$ cat src/rtl/uart_tx.sv
// uart_tx - 8N1 UART transmit serializer with 12-bit baud divisor and x16 oversampling.
// Frame parameters are latched at start so upstream can change them mid-frame.
module uart_tx #(
  parameter int DATA_BITS  = 8,
  parameter int OVERSAMPLE = 16
) (
  input  logic        pclk,
  input  logic        preset,
  input  logic        tx_load,
  input  logic [31:0] tx_data,
  input  logic [11:0] ubrr_in,
  output logic        txd,
  output logic        tx_comp,
  output logic        tx_busy
);

  localparam int BIT_W = $clog2(DATA_BITS);
  localparam int OS_W  = $clog2(OVERSAMPLE);
  localparam logic [OS_W-1:0]  OS_LAST  = OS_W'(OVERSAMPLE - 1);
  localparam logic [BIT_W-1:0] BIT_LAST = BIT_W'(DATA_BITS - 1);

  typedef enum logic [2:0] {
    S_IDLE,
    S_START,
    S_DATA,
    S_STOP,
    S_DONE
  } state_t;

  state_t               state_q, state_d;
  logic [11:0]          cnt_q, cnt_d;
  logic [11:0]          div_q, div_d;
  logic [OS_W-1:0]      os_q, os_d;
  logic [BIT_W-1:0]     bit_q, bit_d;
  logic [DATA_BITS-1:0] sr_q, sr_d;
  logic                 txd_q, txd_d;
  logic                 comp_q, comp_d;
  logic                 busy_q, busy_d;
  logic                 tick;
  logic                 bit_end;

  logic unused_tx_data;
  assign unused_tx_data = ^tx_data[31:DATA_BITS];

  always_comb begin
    state_d = state_q;
    cnt_d   = cnt_q;
    div_d   = div_q;
    os_d    = os_q;
    bit_d   = bit_q;
    sr_d    = sr_q;
    tick    = (cnt_q == div_q);
    bit_end = tick && (os_q == OS_LAST);

    case (state_q)
      S_IDLE: begin
        cnt_d = '0;
        os_d  = '0;
        if (tx_load) begin
          sr_d    = tx_data[DATA_BITS-1:0];
          div_d   = ubrr_in;
          bit_d   = '0;
          state_d = S_START;
        end
      end
      S_START, S_DATA, S_STOP: begin
        if (tick) begin
          cnt_d = '0;
          os_d  = (os_q == OS_LAST) ? '0 : os_q + 1'b1;
        end else begin
          cnt_d = cnt_q + 12'd1;
        end
        if (bit_end) begin
          case (state_q)
            S_START: begin
              bit_d   = '0;
              state_d = S_DATA;
            end
            S_DATA: begin
              sr_d  = sr_q >> 1;
              bit_d = bit_q + 1'b1;
              if (bit_q == BIT_LAST) state_d = S_STOP;
            end
            default: state_d = S_DONE;
          endcase
        end
      end
      S_DONE: begin
        cnt_d = '0;
        os_d  = '0;
        // Wait for the load level to drop so a stale request cannot start a second frame.
        if (!tx_load) state_d = S_IDLE;
      end
      default: state_d = S_IDLE;
    endcase

    // Outputs are registered, so derive them from the next-state values.
    busy_d = (state_d == S_START) || (state_d == S_DATA) || (state_d == S_STOP);
    case (state_d)
      S_START: txd_d = 1'b0;
      S_DATA:  txd_d = sr_d[0];
      default: txd_d = 1'b1;
    endcase
    // High during the cycle whose closing edge is the final stop-bit tick.
    comp_d = (state_d == S_STOP) && (os_d == OS_LAST) && (cnt_d == div_d);
  end

  always_ff @(posedge pclk) begin
    if (preset) begin
      state_q <= S_IDLE;
      cnt_q   <= '0;
      div_q   <= '0;
      os_q    <= '0;
      bit_q   <= '0;
      sr_q    <= '0;
      txd_q   <= 1'b1;
      comp_q  <= 1'b0;
      busy_q  <= 1'b0;
    end else begin
      state_q <= state_d;
      cnt_q   <= cnt_d;
      div_q   <= div_d;
      os_q    <= os_d;
      bit_q   <= bit_d;
      sr_q    <= sr_d;
      txd_q   <= txd_d;
      comp_q  <= comp_d;
      busy_q  <= busy_d;
    end
  end

  assign txd     = txd_q;
  assign tx_comp = comp_q;
  assign tx_busy = busy_q;

endmodule

$ cat config.mk
export PLATFORM = sky130hd
export DESIGN_NAME = uart_tx
export DESIGN_NICKNAME = d
export VERILOG_FILES = /design/src/rtl/uart_tx.sv
export SDC_FILE = /design/constraint.sdc
export NUM_CORES = 1
export LEC_CHECK = 0
export BUFFER_PORTS_ARGS = -buffer_cell sky130_fd_sc_hd__buf_4
export CAP_MARGIN = 25
export CORE_MARGIN = 10
export CORE_UTILIZATION = 40
export CTS_BUF_LIST = sky130_fd_sc_hd__clkbuf_2
export CTS_CLUSTER_SIZE = 40
export DETAILED_ROUTE_END_ITERATION = 10
export SETUP_SLACK_MARGIN = 0.15
export SYNTH_ARGS = -nofsm -noshare
export SYNTH_HDL_FRONTEND = slang
export SYNTH_SLANG_ARGS = --single-unit
$ cat constraint.sdc
create_clock -name pclk -period 2.75 [get_ports pclk]
set_input_delay 0.275 -clock pclk [delete_from_list [all_inputs] [get_ports pclk]]
set_output_delay 0.275 -clock pclk [all_outputs]
set_load 0.05 [all_outputs]
### Yosys cells after proc, flatten, opt, wreduce, memory -nomap -nowiden

Index checks and enable logic that the tools add are counted.
Widths: inputs -> output; s select.

* input port bits: 47
* RAM bits: 0
* bits in registers: 45
* output and inout bits: 3
* ROM bits: 0
* memories kept: 0
* latch bits: 0

* equality and inequality tests: 16
* mux-type cells: 22
* bitwise gates (word level): 0
* reduce and logical (&&, ||, !) cells: 11
* $mul: 0
* magnitude comparators: 0
* shift operators: 0
* div/mod/pow operators: 0
* $add $sub $neg: 3

Operators with widths (count)
* $mux 12: 3
* $eq 12x12->1: 2
* $mux 8: 3
* $pmux 12 s2: 1
* $mux 3: 6
* $pmux 3 s2: 3
* $pmux 8 s2: 1
* $add 12x1->12 const B: 1
* $eq 3x2->1 const B: 4
* $pmux 3 s3: 1
* $eq 4x4->1 const B: 2
* $mux 4: 2
* $pmux 4 s2: 1
* $reduce_and 4->1: 2
* $eq 3x1->1 const B: 2
* $eq 3x3->1 const B: 2
* $ne 2x2->1 const B: 3
* $add 4x1->4 const B: 1
* $add 3x1->3 const B: 1
* $logic_and 1x1->1: 3
* $logic_not 3->1: 1
* $ne 3x3->1 const B: 1
* $reduce_or 3->1: 1
* $logic_or 1x1->1: 2
* 3 further kinds: 3

### Depth between registers and ports, before layout

Gate-level depths: netlist of run 1.

* word-level depth: 8
* depth in mapped cells: 9
* depth with buffers taken out: 8

### Worst setup path after synthesis of run 1

No wires, ideal clock.

* path type: reg-to-reg
* from: register state_q[0]
* to: register comp_q, in the netlist tx_comp
* required time: 2662 ps
* path buffers: 3
* setup slack: 440 ps
* stages on the path, launching flop included: 10
* library setup time: 88 ps
* clock period less this slack: 2310 ps
* data arrival time: 2222 ps
* cells stage by stage: dfxtp_1 buf_6 nor4b_4 buf_2 clkbuf_1 mux2i_1 nand2_1 mux2i_1 o2111ai_1 nor4_2

* word-level cells in the longest chain between the ends: 7

RTL lines
* start, declared: RTL line 30 `state_t state_q, state_d;`
* start signal, assigned: RTL line 120 `state_q <= state_d;`
* $eq 3x2->1, or another cell as far along: RTL line 55, 74
* $pmux 3 s2: RTL line 74 `case (state_q)`
* $mux 3: RTL line 73 `if (bit_end) begin`
* $pmux 3 s3: RTL line 55 `case (state_q)`
* $eq 3x2->1: RTL line 105 `comp_d = (state_d == S_STOP) && (os_d == OS_LAST) && (cnt_d == div_d);`
* $logic_and 1x1->1: RTL line 105
* $logic_and 1x1->1 *: RTL line 105
* end signal, assigned: RTL line 127 `comp_q <= comp_d;`
* end, declared: RTL line 37 `logic comp_q, comp_d;`

Mark *: on every way between the ends. The rest lies on a longest branch, timed or not.
A chain may end at the register's enable or synchronous reset.

### Worst setup path after layout of run 1

Same ends and word-level chain as after synthesis.

==> key figures, run 1 <==
Run status
  • Status: completed

Setup path
  • CP Class: flop to flop
  • Startpoint Class: flop
  • R2R Path Start: state_q[0]$_SDFF_PP0_
  • CP endpoint: tx_comp$_SDFF_PP0_
  • Worst Path Max Fanout: 10
  • Crit end category: flop
  • Worst Setup SP: state_q[0]$_SDFF_PP0_
  • Worst r2r path cells: 7
  • Reg2reg end: tx_comp$_SDFF_PP0_
  • Critical Path AT: 2.82 ns
  • R2r setup slk: 0.31 ns
  • Required time of the critical path: 3.13 ns

Floorplanning
  • Die Wd: 98.4 microns
  • DIE HEIGHT: just under 100 microns
  • Die area: 0.00969 sq mm
  • Starting Density: 0.413
  • Rows: 28
  • Num ports: 50
  • Core footprint: 0.00596 sq mm

GRT
  • GR Overflow Total: 0
  • Initial antenna violation count: 0
  • Largest net degree at the start of global routing: 33
  • Met1 Use GR: 0.151
  • Global Route Usage Sum: 0.119
  • Vias in the first global route: just over 2000
  • First-pass GRT wire length: ~10000 microns
  • Met2 Use GR: 0.196
  • Grt met3 use: 0.0230
  • Gr busiest metal: met2

Routing
  • Vias: 2166
  • Number of DRC markers in iteration 0: 141
  • DRT Wirelength: 5870 microns
  • Post-DR vias/cell: ~5.6
  • DR DRC count: 0
  • Post-DR wirelength/cell: 15.2 microns
  • DRT Pass-1 Iters: 4
  • Post-DRT Antenna Nets: 0

STA
  • Fin. Hold Viols: 0
  • RSZ-0062 raised after global routing: no
  • Least-Margin Pin Slew: 0.578 ns
  • Period minus WS final: 2.44 ns
  • Setup WS post-layout: between 0.3 and 0.4 ns
  • Hold slack: 0.0411 ns
  • Tcrit/Tclk final: 0.886
  • Max-slew violations: 0
  • Worst slew margin: 0.613
  • Layout Skew: 0.0272 ns
  • Final setup violation count: 0
  • Fin Setup TNS: 0 ns
  • Fmax: between 400 and 500 MHz

Layout
  • N_diodes: 0
  • Finished Layout Cells: slightly below 400
  • Fillers: 600
  • Commonest non-fill, non-tap cells in the layout: nor2_1, dfxtp_1, buf_4
  • Design area: 0.00281 sq mm
  • Total area of sequential cells: 902 sq um
  • Syn-to-layout area delta: 14.0%
  • Share of layout cells above drive strength 1: 0.184
  • Nets: between 300 and 400
  • Multi-input gate area: about 0.0015 sq mm
  • Commonest non-fill, non-tap cell in the layout: nor2_1

Pwr
  • Sw Ratio: 0.292
  • Power Dens Cells: 477 mW/mm^2
  • Reg power frac: 0.520
  • Combinational share of power: 0.178
  • Maximum vdd drop: 252 uV
  • Switch Pwr: 0.391 mW
  • Clock power share: 0.302
  • Lkg Pwr: about 1.1 nW
  • Int Power: about 0.95 mW

CTS
  • TritonCTS clock tree: built
  • Cts bufs inserted: 5
  • H-tree Lvls: 2
  • Clock Sinks: 45
  • Clock root cell: clkbuf_2
  • Skew-Pair Late Insertion Delay: 0.44 ns
  • Clock buffer depth: 2
  • # hold bufs at CTS: 0
  • Worst-path clk slew: 0.26 ns

Place
  • Post-place setup slack: 0.291 ns
  • Placed Area: 0.00273 sq mm
  • Placed insts: 377
  • Detailed placement HPWL: 4420 microns
  • IO buf count: 25
  • Final GP Congestion: 0.839

Yosys
  • Mapped Area: 0.00246 sq mm
  • Asr flop ratio synth: 0
  • Dominant synthesized flop cell: dfxtp_1
  • Register area share after synthesis: 0.366
  • Number of flops mapped to enable cells by yosys: 0
  • Netlist cell types: 55
  • Synth Area per Inst: between 8 and 9 sq um
  • Yosys warns: 0
  • Seq cells post-synth: 45
  • Post-Synthesis Net Count: 335
  • Syn Inst Count: approximately 280

Flow run
  • Max cap viols: 0

Min path
  • Hold crit path type: input pin to flop
[cell families (layout without fill, tap and decap cells)]
kind of cell,Yosys count,in the layout,share of synthesized area
adder cells (fa/ha/maj),4,4,0.0203
AND/OR/NAND/NOR,128,128,0.273
XOR/XNOR,26,26,0.0925
AO/OA/AOI/OAI,48,48,0.148
multiplexers,16,16,0.0666
buffers and inverters,17,43,0.0335
flip-flops,45,45,0.366
[worst min path at each step]
stage                                from                    end  slack (ns)  depth (start not counted)
global route                   tx_data[3]   sr_q[3]$_SDFFE_PP0P_        0.02                          3
global placement    bit_q[2]$_SDFFE_PP0P_  bit_q[2]$_SDFFE_PP0P_        0.47                          2
finish                         tx_data[3]   sr_q[3]$_SDFFE_PP0P_        0.04                          3
CTS                            tx_data[3]   sr_q[3]$_SDFFE_PP0P_        0.02                          3
floorplan                      tx_data[1]   sr_q[1]$_SDFFE_PP0P_        0.42                          2
detailed placement  bit_q[1]$_SDFFE_PP0P_  bit_q[1]$_SDFFE_PP0P_        0.47                          2
[Yosys cell counts (all sizes together), types with 4 or more instances]
master  number  share of area
dfxtp       45           0.37
nor2        45          0.069
nand2       25          0.038
xnor2       24          0.085
mux2i       13          0.053
clkbuf      11          0.017
a21oi       10          0.020
nand2b       8          0.020
nand3        8          0.016
nand4        8          0.020
a222oi       6          0.024
nor2b        6          0.015
and3         5          0.013
buf          5          0.015
nor3         5          0.017
nor4         5          0.018
ha           4          0.020
o21a         4          0.012
o21ai        4         0.0081
[critical path: stages (launching register included)]
cell and delay [ns]:
dfxtp_2 0.45, nor4b_4 0.30, buf_4 0.23, mux2i_1 0.40, xor2_1 0.11, or4b_1 0.49, a31o_1 0.25, nor4_2 0.15
[sequential cells by signal, indices dropped and copies added (netlist names)]
signal   flops
bit_q        3
cnt_q       12
div_q       12
os_q         4
sr_q         8
state_q      3
tx_busy      1
tx_comp      1
txd          1
[final cells by class]
type | instances | share of cell area
Clock buffer | 5 | 0.00892
Multi-Input combinational cell | 222 | 0.527
Tap cell | 75 | 0.0334
Inverter | 1 | 0.00134
Clock inverter | 3 | 0.0169
Sequential cell | 45 | 0.321
Timing Repair Buffer | 34 | 0.0909
[routing by layer]
metal	routed length, microns	part of all wire
met5	0	0
met4	98	0.017
met3	243	0.041
met2	2820	0.48
met1	2700	0.46
[timing repair]
item,CTS,global route
setup endpoints to repair,0,1
hold endpoints to repair,0,0
buffers inserted,0,0
gates resized for setup,0,2
[power groups by stage]
stage / combinational, mW / clock, mW / sequential (mW)
floorplan: 0.157 / 0 / 0.709
global placement: 0.236 / 0 / 0.708
detailed placement: 0.238 / 0 / 0.709
CTS: 0.240 / 0.413 / 0.697
global route: 0.264 / 0.438 / 0.701
finish: 0.239 / 0.404 / 0.697
[through the flow]
| step | util | total power, mW |
|---|---|---|
| final | 0.471 | 1.34 |
| after global routing | 0.471 | 1.40 |
| after CTS | 0.471 | 1.35 |
| after detailed placement | 0.459 | 0.947 |
| after global placement | 0.459 | 0.945 |
| after floorplan | - | 0.867 |
Power figures use the tool's default switching activity.
==> inputs of run 2 (changes only) <==
CORE_UTILIZATION = 48   (was 40)
PLACE_DENSITY = 0.71   (was default)
==> key figures, run 2 (synthesized netlist as in run 1, its figures left out) <==
Setup path
  • Required time of the critical path: 3.11 ns
  • Worst Path Max Fanout: 10
  • R2R Path Start: state_q[0]$_SDFF_PP0_
  • WP buf/inv: 0
  • Worst r2r path cells: 7
  • CP peak stage delay: 0.60 ns
  • CP Class: flop to flop
  • Worst-path cell with the longest stage delay: dfxtp_1
  • Crit end category: flop
  • CP delay by family, top: simple AND/OR/NAND/NOR gates
  • Startpoint Class: flop
  • Reg2reg end: tx_comp$_SDFF_PP0_
  • Cell Chain, Critical Path: o21a_1 > nor3_4 > and3_1 > xnor2_1 > or4b_1 > a31o_1 > nor4_2
  • R2r setup slk: 0.30 ns
  • Critical Path AT: 2.81 ns

Layout
  • Commonest non-fill, non-tap cell in the layout: nor2_1
  • Commonest non-fill, non-tap cells in the layout: nor2_1, dfxtp_1, buf_4
  • Finished Layout Cells: roughly 380
  • Top Registers: cnt_q (12), div_q (12), sr_q (8)
  • Syn-to-layout area delta: 14.5%
  • Share of layout cells above drive strength 1: 0.188
  • N_diodes: 0
  • Nets: 359

GRT
  • Largest net degree at the start of global routing: 33
  • Vias in the first global route: 2059
  • GR Overflow Total: 0
  • First-pass GRT wire length: 9780 microns
  • Initial antenna violation count: 0
  • Global Route Usage Sum: 0.140

Place
  • Final GP Congestion: about 0.86
  • Post-place setup slack: 0.356 ns
  • IO buf count: 25
  • Detailed placement HPWL: around 4400 microns
  • Placed insts: 371

Pwr
  • Power, Total: 1.40 mW
  • Maximum vdd drop: 320 uV
  • Lkg Pwr: 1.06 nW
  • Power Dens Cells: ~500 mW/mm^2

CTS
  • Clock buffer depth: 2
  • Worst-path clk slew: between 0.2 and 0.25 ns
  • H-tree Lvls: 2
  • TritonCTS clock tree: built
  • Clock root cell: clkbuf_2
  • Cts bufs inserted: 5
  • # hold bufs at CTS: 0
  • Clock Sinks: 45
  • Skew-Pair Late Insertion Delay: 0.42 ns

Floorplanning
  • Starting Density: 0.488
  • Rows: 26
  • Die area: roughly 0.0084 sq mm
  • Core footprint: 0.00504 sq mm
  • DIE HEIGHT: 91.6 microns
  • Num ports: 50
  • Die Wd: 91.6 microns

STA
  • Worst slew margin: 0.635
  • Fmax: ~410 MHz
  • Period minus WS final: 2.45 ns
  • RSZ-0062 raised after global routing: no
  • Layout Skew: 0.0100 ns
  • Setup WS post-layout: 0.301 ns
  • Fin Setup TNS: 0 ns
  • Final setup violation count: 0
  • Max-slew violations: 0
  • Least-Margin Pin Slew: 0.546 ns
  • Tcrit/Tclk final: 0.891
  • Fin. Hold Viols: 0

Routing
  • Post-DR vias/cell: 5.65
  • Number of DRC markers in iteration 0: 150
  • Post-DRT Antenna Nets: 0
  • DRT Pass-1 Iters: 4
  • Post-DR wirelength/cell: 15.2 microns
  • DRT Wirelength: 5770 microns
  • Vias: 2142
  • DR DRC count: 0

Flow run
  • Max cap viols: 0

Min path
  • Worst Hold Endpoint: sr_q[5]$_SDFFE_PP0P_
  • Hold depth: 3
  • Hold crit path type: input pin to flop
  • Critical hold path startpoint: tx_data[5]

Run status
  • Status: completed
[run 2: cell type report]
type                       count  area, sq um
sequential                    45          905
inverter                       1         3.75
tap                           70         87.6
timing repair buffer          33          248
clock buffer                   5         25.0
clock inverter                 3         65.1
fill                         497         2220
multi-input combinational    222         1480
[run 2: worst max-delay path by stage]
stage	start	endpoint	slack (ns)	cells past startpoint
after floorplan	state_q[0]$_SDFF_PP0_	tx_comp$_SDFF_PP0_	0.44	9
after global placement	state_q[1]$_SDFF_PP0_	tx_comp$_SDFF_PP0_	0.31	7
after detailed placement	state_q[1]$_SDFF_PP0_	tx_comp$_SDFF_PP0_	0.36	7
after CTS	state_q[1]$_SDFF_PP0_	tx_comp$_SDFF_PP0_	0.28	7
after global routing	state_q[0]$_SDFF_PP0_	tx_comp$_SDFF_PP0_	0.17	7
final	state_q[0]$_SDFF_PP0_	tx_comp$_SDFF_PP0_	0.30	7
[run 2: tightest hold or removal path, stage by stage]
cell,delay (ns)
buf_4,0.08
a222oi_1,0.05
nor2_1,0.08
[run 2: metal layers]
metal / wire, microns / global-route usage / part of all wire
met1: 2730 / 0.181 / 0.47
met4: 107 / 0.0483 / 0.019
met2: 2590 / 0.219 / 0.45
met5: 0 / 0 / 0
met3: 342 / 0.0354 / 0.059
[run 2: per-stage QoR]
| stage | hold WS, ns | area [sq um] | utilization |
|---|---|---|---|
| finish | 0.0688 | 2820 | 0.559 |
| global route | 0.0592 | 2820 | 0.559 |
| CTS | 0.0515 | 2810 | 0.557 |
| detailed placement | 0.481 | 2720 | 0.539 |
| global placement | 0.466 | 2720 | 0.539 |
| floorplan | 0.421 | 2460 | - |
[run 2: power breakdown]
group	internal [mW]	total (mW)	leakage, nW	switching (mW)
combinational	0.111	0.238	0.640	0.128
clock	0.243	0.469	0.0529	0.226
sequential	0.677	0.698	0.368	0.0205
[run 2: timing repair]
action | CTS | global route
setup buffers | 0 | 0
gates resized for setup | 0 | 4
endpoints found under the setup margin | 0 | 1
